===== config.mk =====
export PLATFORM = sky130hd
export DESIGN_NAME = serial_arith_unit
export DESIGN_NICKNAME = d
export VERILOG_FILES = /design/src/rtl/sau_pkg.sv /design/src/rtl/fulladder.sv /design/src/rtl/serial_arith_unit.sv
export SDC_FILE = /design/constraint.sdc
export NUM_CORES = 1
export LEC_CHECK = 0
export ABC_AREA = 1
export BUFFER_PORTS_ARGS = -buffer_cell sky130_fd_sc_hd__buf_2
export CAP_MARGIN = 30
export CORE_ASPECT_RATIO = 0.8
export CORE_MARGIN = 2
export CORE_UTILIZATION = 59
export CTS_BUF_LIST = sky130_fd_sc_hd__clkbuf_8 sky130_fd_sc_hd__clkbuf_16
export DETAILED_ROUTE_END_ITERATION = 12
export PLACE_DENSITY = 0.82
export SKIP_CTS_REPAIR_TIMING = 1
export SYNTH_ARGS = -nofsm -noshare
export SYNTH_HDL_FRONTEND = slang
export SYNTH_SLANG_ARGS = --single-unit

===== constraint.sdc =====
create_clock -name clk -period 4.2 [get_ports clk]
set_input_delay 0.21 -clock clk [delete_from_list [all_inputs] [get_ports clk]]
set_output_delay 0.21 -clock clk [all_outputs]
set_load 0.01 [all_outputs]

===== src/rtl/sau_pkg.sv =====
// Shared encodings for the bit-serial arithmetic unit: operation modes and FSM states.
package sau_pkg;

    typedef enum logic [1:0] {
        MODE_INC  = 2'b00,
        MODE_ADD  = 2'b01,
        MODE_SUBB = 2'b10,
        MODE_SUBA = 2'b11
    } mode_e;

    typedef enum logic [1:0] {
        IDLE = 2'b00,
        RUN  = 2'b01,
        DONE = 2'b10
    } state_e;

endpackage


===== src/rtl/fulladder.sv =====
// Single-bit full adder shared by every bit position of the serial datapath.
module fulladder (
    input  logic a,
    input  logic b,
    input  logic cin,
    output logic s,
    output logic cout
);

    assign s    = a ^ b ^ cin;
    assign cout = (a & b) | (cin & (a ^ b));

endmodule


===== src/rtl/serial_arith_unit.sv =====
// Bit-serial add/subtract unit: one result bit per clock, LSB first, valid/ready on both sides.
// Define SAU_FLAGS_EN to add the registered zero and signed-overflow flag outputs.
module serial_arith_unit
    import sau_pkg::*;
#(
    parameter int WIDTH = 8
) (
    input  logic             clk,
    input  logic             rst_n,
    input  logic             in_valid,
    output logic             in_ready,
    input  logic [1:0]       mode,
    input  logic [WIDTH-1:0] a,
    input  logic [WIDTH-1:0] b,
    input  logic             cin,
    output logic             out_valid,
    input  logic             out_ready,
    output logic [WIDTH-1:0] f,
`ifdef SAU_FLAGS_EN
    output logic             zero,
    output logic             ovf,
`endif
    output logic             cout
);

    localparam int IDX_W = $clog2(WIDTH);

    state_e                  state;
    logic [IDX_W-1:0]        idx;
    logic                    carry;
    logic [WIDTH-1:0]        a_sh;
    logic [WIDTH-1:0]        b_sh;
    logic [WIDTH-1:0]        acc;
    logic                    fa_s;
    logic                    fa_co;
    logic                    accept;
    logic                    last_bit;
    logic [WIDTH-1:0]        result;

    // Operand inversion is folded in at capture so the serial loop only ever adds.
    function automatic logic [WIDTH-1:0] prep_a(input logic [1:0] m, input logic [WIDTH-1:0] x);
        return (mode_e'(m) == MODE_SUBA) ? ~x : x;
    endfunction

    function automatic logic [WIDTH-1:0] prep_b(input logic [1:0] m, input logic [WIDTH-1:0] y);
        logic [WIDTH-1:0] r;
        case (mode_e'(m))
            MODE_INC:  r = '0;
            MODE_SUBB: r = ~y;
            default:   r = y;
        endcase
        return r;
    endfunction

    assign in_ready = (state == IDLE) || (state == DONE && out_ready);
    assign accept   = in_valid && in_ready;
    assign last_bit = (idx == IDX_W'(WIDTH - 1));
    assign result   = {fa_s, acc[WIDTH-1:1]};

    fulladder u_fa (
        .a    (a_sh[0]),
        .b    (b_sh[0]),
        .cin  (carry),
        .s    (fa_s),
        .cout (fa_co)
    );

    // Datapath shift registers; contents are don't-care until a request is accepted.
    always_ff @(posedge clk) begin
        if (accept) begin
            a_sh <= prep_a(mode, a);
            b_sh <= prep_b(mode, b);
        end else if (state == RUN) begin
            a_sh <= a_sh >> 1;
            b_sh <= b_sh >> 1;
            acc  <= {fa_s, acc[WIDTH-1:1]};
        end
    end

    always_ff @(posedge clk or negedge rst_n) begin
        if (!rst_n) begin
            state     <= IDLE;
            out_valid <= 1'b0;
            f         <= '0;
            cout      <= 1'b0;
            carry     <= 1'b0;
            idx       <= '0;
`ifdef SAU_FLAGS_EN
            zero      <= 1'b0;
            ovf       <= 1'b0;
`endif
        end else begin
            case (state)
                IDLE: begin
                    if (accept) begin
                        carry <= cin;
                        idx   <= '0;
                        state <= RUN;
                    end
                end
                RUN: begin
                    carry <= fa_co;
                    idx   <= idx + IDX_W'(1);
                    if (last_bit) begin
                        f         <= result;
                        cout      <= fa_co;
`ifdef SAU_FLAGS_EN
                        zero      <= (result == '0);
                        // carry still holds the carry into the MSB on this edge
                        ovf       <= carry ^ fa_co;
`endif
                        out_valid <= 1'b1;
                        idx       <= '0;
                        state     <= DONE;
                    end
                end
                DONE: begin
                    if (out_ready) begin
                        out_valid <= 1'b0;
                        if (in_valid) begin
                            carry <= cin;
                            idx   <= '0;
                            state <= RUN;
                        end else begin
                            state <= IDLE;
                        end
                    end
                end
                default: state <= IDLE;
            endcase
        end
    end

endmodule


# After elaboration in Yosys (flattened, before gate mapping)
# Index checks and enable logic that the tools add are counted.
[word_totals]
ff_bits = 40
output_inout_bits = 11
[op_classes]
n_reduce_logical = 13
addsub = 1
n_eq_ne = 9
bitwise = 8
mux = 23
[op_table]
columns = ["op", "n"]
rows = [
  ["$mux W8", 5],
  ["$not A8 Y8", 2],
  ["$pmux W8 S2", 1],
  ["$mux W3", 4],
  ["$pmux W3 S3", 1],
  ["$ne A2 B2 Y1 const B", 4],
  ["$eq A2 B2 Y1 const B", 3],
  ["$mux W1", 6],
  ["$mux W2", 3],
  ["$pmux W2 S3", 1],
  ["$reduce_and A3 Y1", 2],
  ["$logic_not A2 Y1", 2],
  ["$reduce_and A2 Y1", 2],
  ["$reduce_and A4 Y1", 1],
  ["$reduce_bool A2 Y1", 2],
  ["$add A3 B1 Y3 const B", 1],
  ["$eq A3 B3 Y1 const B", 1],
  ["$pmux W1 S3", 1],
  ["$reduce_bool A3 Y1", 1],
  ["$and A1 B1 Y1", 2],
  ["$eq A2 B1 Y1 const B", 1],
  ["$logic_and A1 B1 Y1", 2],
  ["$pmux W1 S2", 1],
  ["$xor A1 B1 Y1", 2],
  ["other kinds (3)", 3],
]

# Longest topological paths before layout
[depth]
depth_word = 6
depth_mapped = 7
ltp_nobuf = 6

# By module
# A second synthesis with hierarchy kept.
[hier_totals]
hier_cells = 219
area_unflattened_um2 = 1931.9
[by_module_without_submodules]
columns = ["mod", "seq_area_each_um2", "cells_each", "instances", "area_per_inst_um2"]
rows = [
  ["serial_arith_unit", 1091.0, 218, 1, 1911.8],
  ["fulladder", 0.0, 1, 1, 20.0],
]

# Worst setup path after synthesis
# OpenSTA, ideal clock, no wires.
[synth_timing]
kind = "reg-to-reg"
startpoint = "reg state[1]"
endpoint = "reg a_sh[0], enable pin"
slack_ns = 2.712
stages_incl_launch_ff = 6
arrival_ns = 1.124
setup_time_ns = 0.364
synth_period_minus_slack_ns = 1.488
t_required_ns = 3.836
path_cell_list = "dfrtp_1 -> inv_1 -> nand2_2 -> nand2_1 -> nand2_1 -> inv_1"
[synth_via]
elab_chain_len = 5
[synth_lines]
columns = ["item", "line_no", "source"]
rows = [
  ["from (decl)", "serial_arith_unit.sv:28", "state_e state;"],
  ["from (signal assigned)", "serial_arith_unit.sv:82", "state <= IDLE;"],
  ["from (signal assigned)", "serial_arith_unit.sv:98", "state <= RUN;"],
  ["from (signal assigned)", "serial_arith_unit.sv:114", "state <= DONE;"],
  ["$eq A2 B2 Y1", "serial_arith_unit.sv:55", "assign in_ready = (state == IDLE) || (state == DONE && out_ready);"],
  ["$logic_and A1 B1 Y1", "serial_arith_unit.sv:55", ""],
  ["$logic_or A1 B1 Y1", "serial_arith_unit.sv:55", ""],
  ["$logic_and A1 B1 Y1", "serial_arith_unit.sv:56", "assign accept = in_valid && in_ready;"],
  ["$reduce_bool A2 Y1 (no line) *", "--", ""],
  ["to (signal assigned)", "serial_arith_unit.sv:71", "a_sh <= prep_a(mode, a);"],
  ["to (signal assigned)", "serial_arith_unit.sv:74", "a_sh <= a_sh >> 1;"],
  ["to (decl)", "serial_arith_unit.sv:31", "logic [WIDTH-1:0] a_sh;"],
]
# Every way passes the cells marked *; elsewhere a longest branch is shown, timed or not.
# A chain may end at the register's enable or synchronous reset.

# Worst setup path after layout
[layout_timing]
startpoint = "reg state[1]"
endpoint = "reg b_sh[2], enable pin"
[layout_via]
elab_chain_len = 5
[layout_lines]
columns = ["item", "line_no", "source"]
rows = [
  ["$eq A2 B2 Y1", "serial_arith_unit.sv:55", ""],
  ["$logic_and A1 B1 Y1", "serial_arith_unit.sv:55", ""],
  ["$logic_or A1 B1 Y1", "serial_arith_unit.sv:55", ""],
  ["$logic_and A1 B1 Y1", "serial_arith_unit.sv:56", ""],
  ["$reduce_bool A2 Y1 (no line) *", "--", ""],
  ["to (signal assigned)", "serial_arith_unit.sv:72", "b_sh <= prep_b(mode, b);"],
  ["to (signal assigned)", "serial_arith_unit.sv:75", "b_sh <= b_sh >> 1;"],
  ["to (decl)", "serial_arith_unit.sv:32", "logic [WIDTH-1:0] b_sh;"],
]
# Marked as above.

==> results.cfg <==
[die]
die_h_um = 55.2
die_w_um = 68.0
initial_core_util = 0.623
ioPinCount = 34
core_area_um2 = 3110
row_count = 18
die_area_um2 = 3760

[run]
maxCapViolations = 0

[detailed_routing]
drc_errors = 0
vias_per_cell = 5.32
drtAntennaViolNets = 0
wirelength_um = 3540
via_count = 1542
first_iter_violations = 114
routedWlPerCell_um = 12.2
dr.pass1.iters = 4

[clocking]
clkSinkCount = 39
cts_max_path_buffers = 2
clk_latency_ps = 280
cts_root_buffer = clkbuf_8
cts_tree = built
htreeDepth = 2
path_clk_slew_ps = 80
cts_buffers = 5

[power]
p_leak_nw = 1.17
power.total_mw = 1.47
ir_worst_vdd_mv = 0.515
pwr_density_cell_nw_per_um2 = 677

[timing]
fin_crit_ps = 1730
drv_slew = 0
skew_ps = 8.71
slew_headroom = 0.603
min_period_over_period = 0.412
setup_slack_ps = 2470
hold_viol_final = 0
setup_violations = 0
rsz0062_at_grt = no
worst_pin_slew_ps = 595
clock.fmax_mhz = 578
holdWs_ps = 261
finalSetupTns_ps = 0

[synth]
seq_area_frac_synth = 0.564
synth_cell_type_count = 21
synth_ff_type = edfxtp_1
synth-async-reset-ratio = 0.410
synth_warnings = 0
synth_nets = 245
synth.ff_latch_count = 39
synth_edf_count = 23
avgSynthCellArea_um2 = 8.84
synthesis.area_um2 = 1940
synth_cells = 219

[worst_setup_path]
critPathMaxStageDelay_ps = 480
cp.arrival_ps = 1650
crit_slowest_cell = inv_1
cp_num_buf_inv = 2
path_class = reg2reg
crit_path_cell_trace = inv_1 -> nand2_2 -> nand2_1 -> nand2_1 -> inv_1
cp_top_family = buffers and inverters
crit_required_ps = 4120
startpoint_type = flip-flop
crit_fanout = 16
end_kind = flip-flop

[placed_design]
place.port_buffers = 33
place_area_um2 = 2070
globalplace.congestion = 0.814
dp_cells = 281
place_hpwl_um = 2440
place_ws_ps = 2490

[status]
status = complete, no violations

[grt]
grt_overflow = 0
globalRouteTotalUtil = 0.213
antenna_found_initial = 0
grt_max_degree = 21
grt_pass1_vias = 1347
grt_pass1_wl_um = 6010

[finish]
stdcell_count = 290
final_nets = 275
drive_gt1_frac = 0.188
fin_area_um2 = 2170
syn_to_final_growth_pct = 12.3
antenna_cells = 0
utilization = 0.699

[hold_path]
min_path_type = in2reg
## layout by cell type, fill, tap and decap left out
master         instances
a21oi_2                1
a21oi_4                1
buf_2                 33
clkbuf_8               6
clkinv_2               1
dfrtp_1               16
dlygate4sd3_1          1
edfxtp_1              23
fa_1                   1
ha_1                   2
inv_1                 21
inv_4                  1
nand2_1               93
nand2_2                2
nand2_4                1
nand3_1               40
nand3b_1               1
nor2_1                 1
nor2_2                 1
nor3_1                 1
o21ai_0                2
xor2_1                 1
## cells in the mapped netlist (2+ instances only)
library cell	instances	area, um2
nand2_1	93	349
edfxtp_1	23	691
buf_2	6	30.0
nand3_1	40	200
ha_1	2	25.0
buf_6	4	45.0
o21ai_0	2	10.0
dfrtp_1	16	400
inv_1	20	75.1
nand2_2	2	12.5
## routing by layer
layer  part of all wire  up-vias  wire length, um  global-route usage
met5                  0        -                0                   0
met4             0.0088        0               31              0.0457
met3              0.053        4              188              0.0570
met2               0.48       48             1700               0.337
met1               0.46      728             1620               0.295
li1                   -      762                -                   -
## flip-flops by register name, indices dropped and copies added, names as in the netlist
name,cells
cout,1
idx,3
b_sh,8
acc,7
a_sh,8
state,2
f,8
out_valid,1
carry,1
## path summary, 6_finish.rpt
path,start,to,slack (ps),depth (start not counted)
max in group asynchronous,rst_n,f[6],3570,2
max reg2reg,state[1],b_sh[2],2470,5
min in group asynchronous,rst_n,cout,360,2
min reg2reg,acc[4],acc[3],450,0
min,a[7],a_sh[7],260,3
max,state[1],b_sh[2],2470,5
## layout make-up
type                    instances  area, um2
flip-flops and latches         39       1090
fillers                       247        935
multi-input cells             148        684
repair buffers                 34        175
clock buffers                   6       82.6
inverters                      21       81.3
well taps                      40       50.0
clock inverters                 2       8.76
## where the power goes
group / switching [mW] / leakage (nW) / internal, mW
Clock: 0.121 / 0.0524 / 0.130
Combinational: 0.322 / 0.680 / 0.159
Sequential: 0.0811 / 0.436 / 0.658
## worst register-to-register path: stages, from the launching register on
cell and delay [ps]:
dfrtp_1 430, inv_1 120, nand2_2 100, nand2_1 100, nand2_1 130, inv_1 480
## cell families after synthesis
family,synth area share
adders and majority gates,0.0233
and+or+nand+nor,0.308
DFF,0.564
xor gates and xnor gates,0.00453
buffers and inverters,0.0827
AOI/OAI and AO/OA,0.0181
Power figures use the tool's default switching activity.
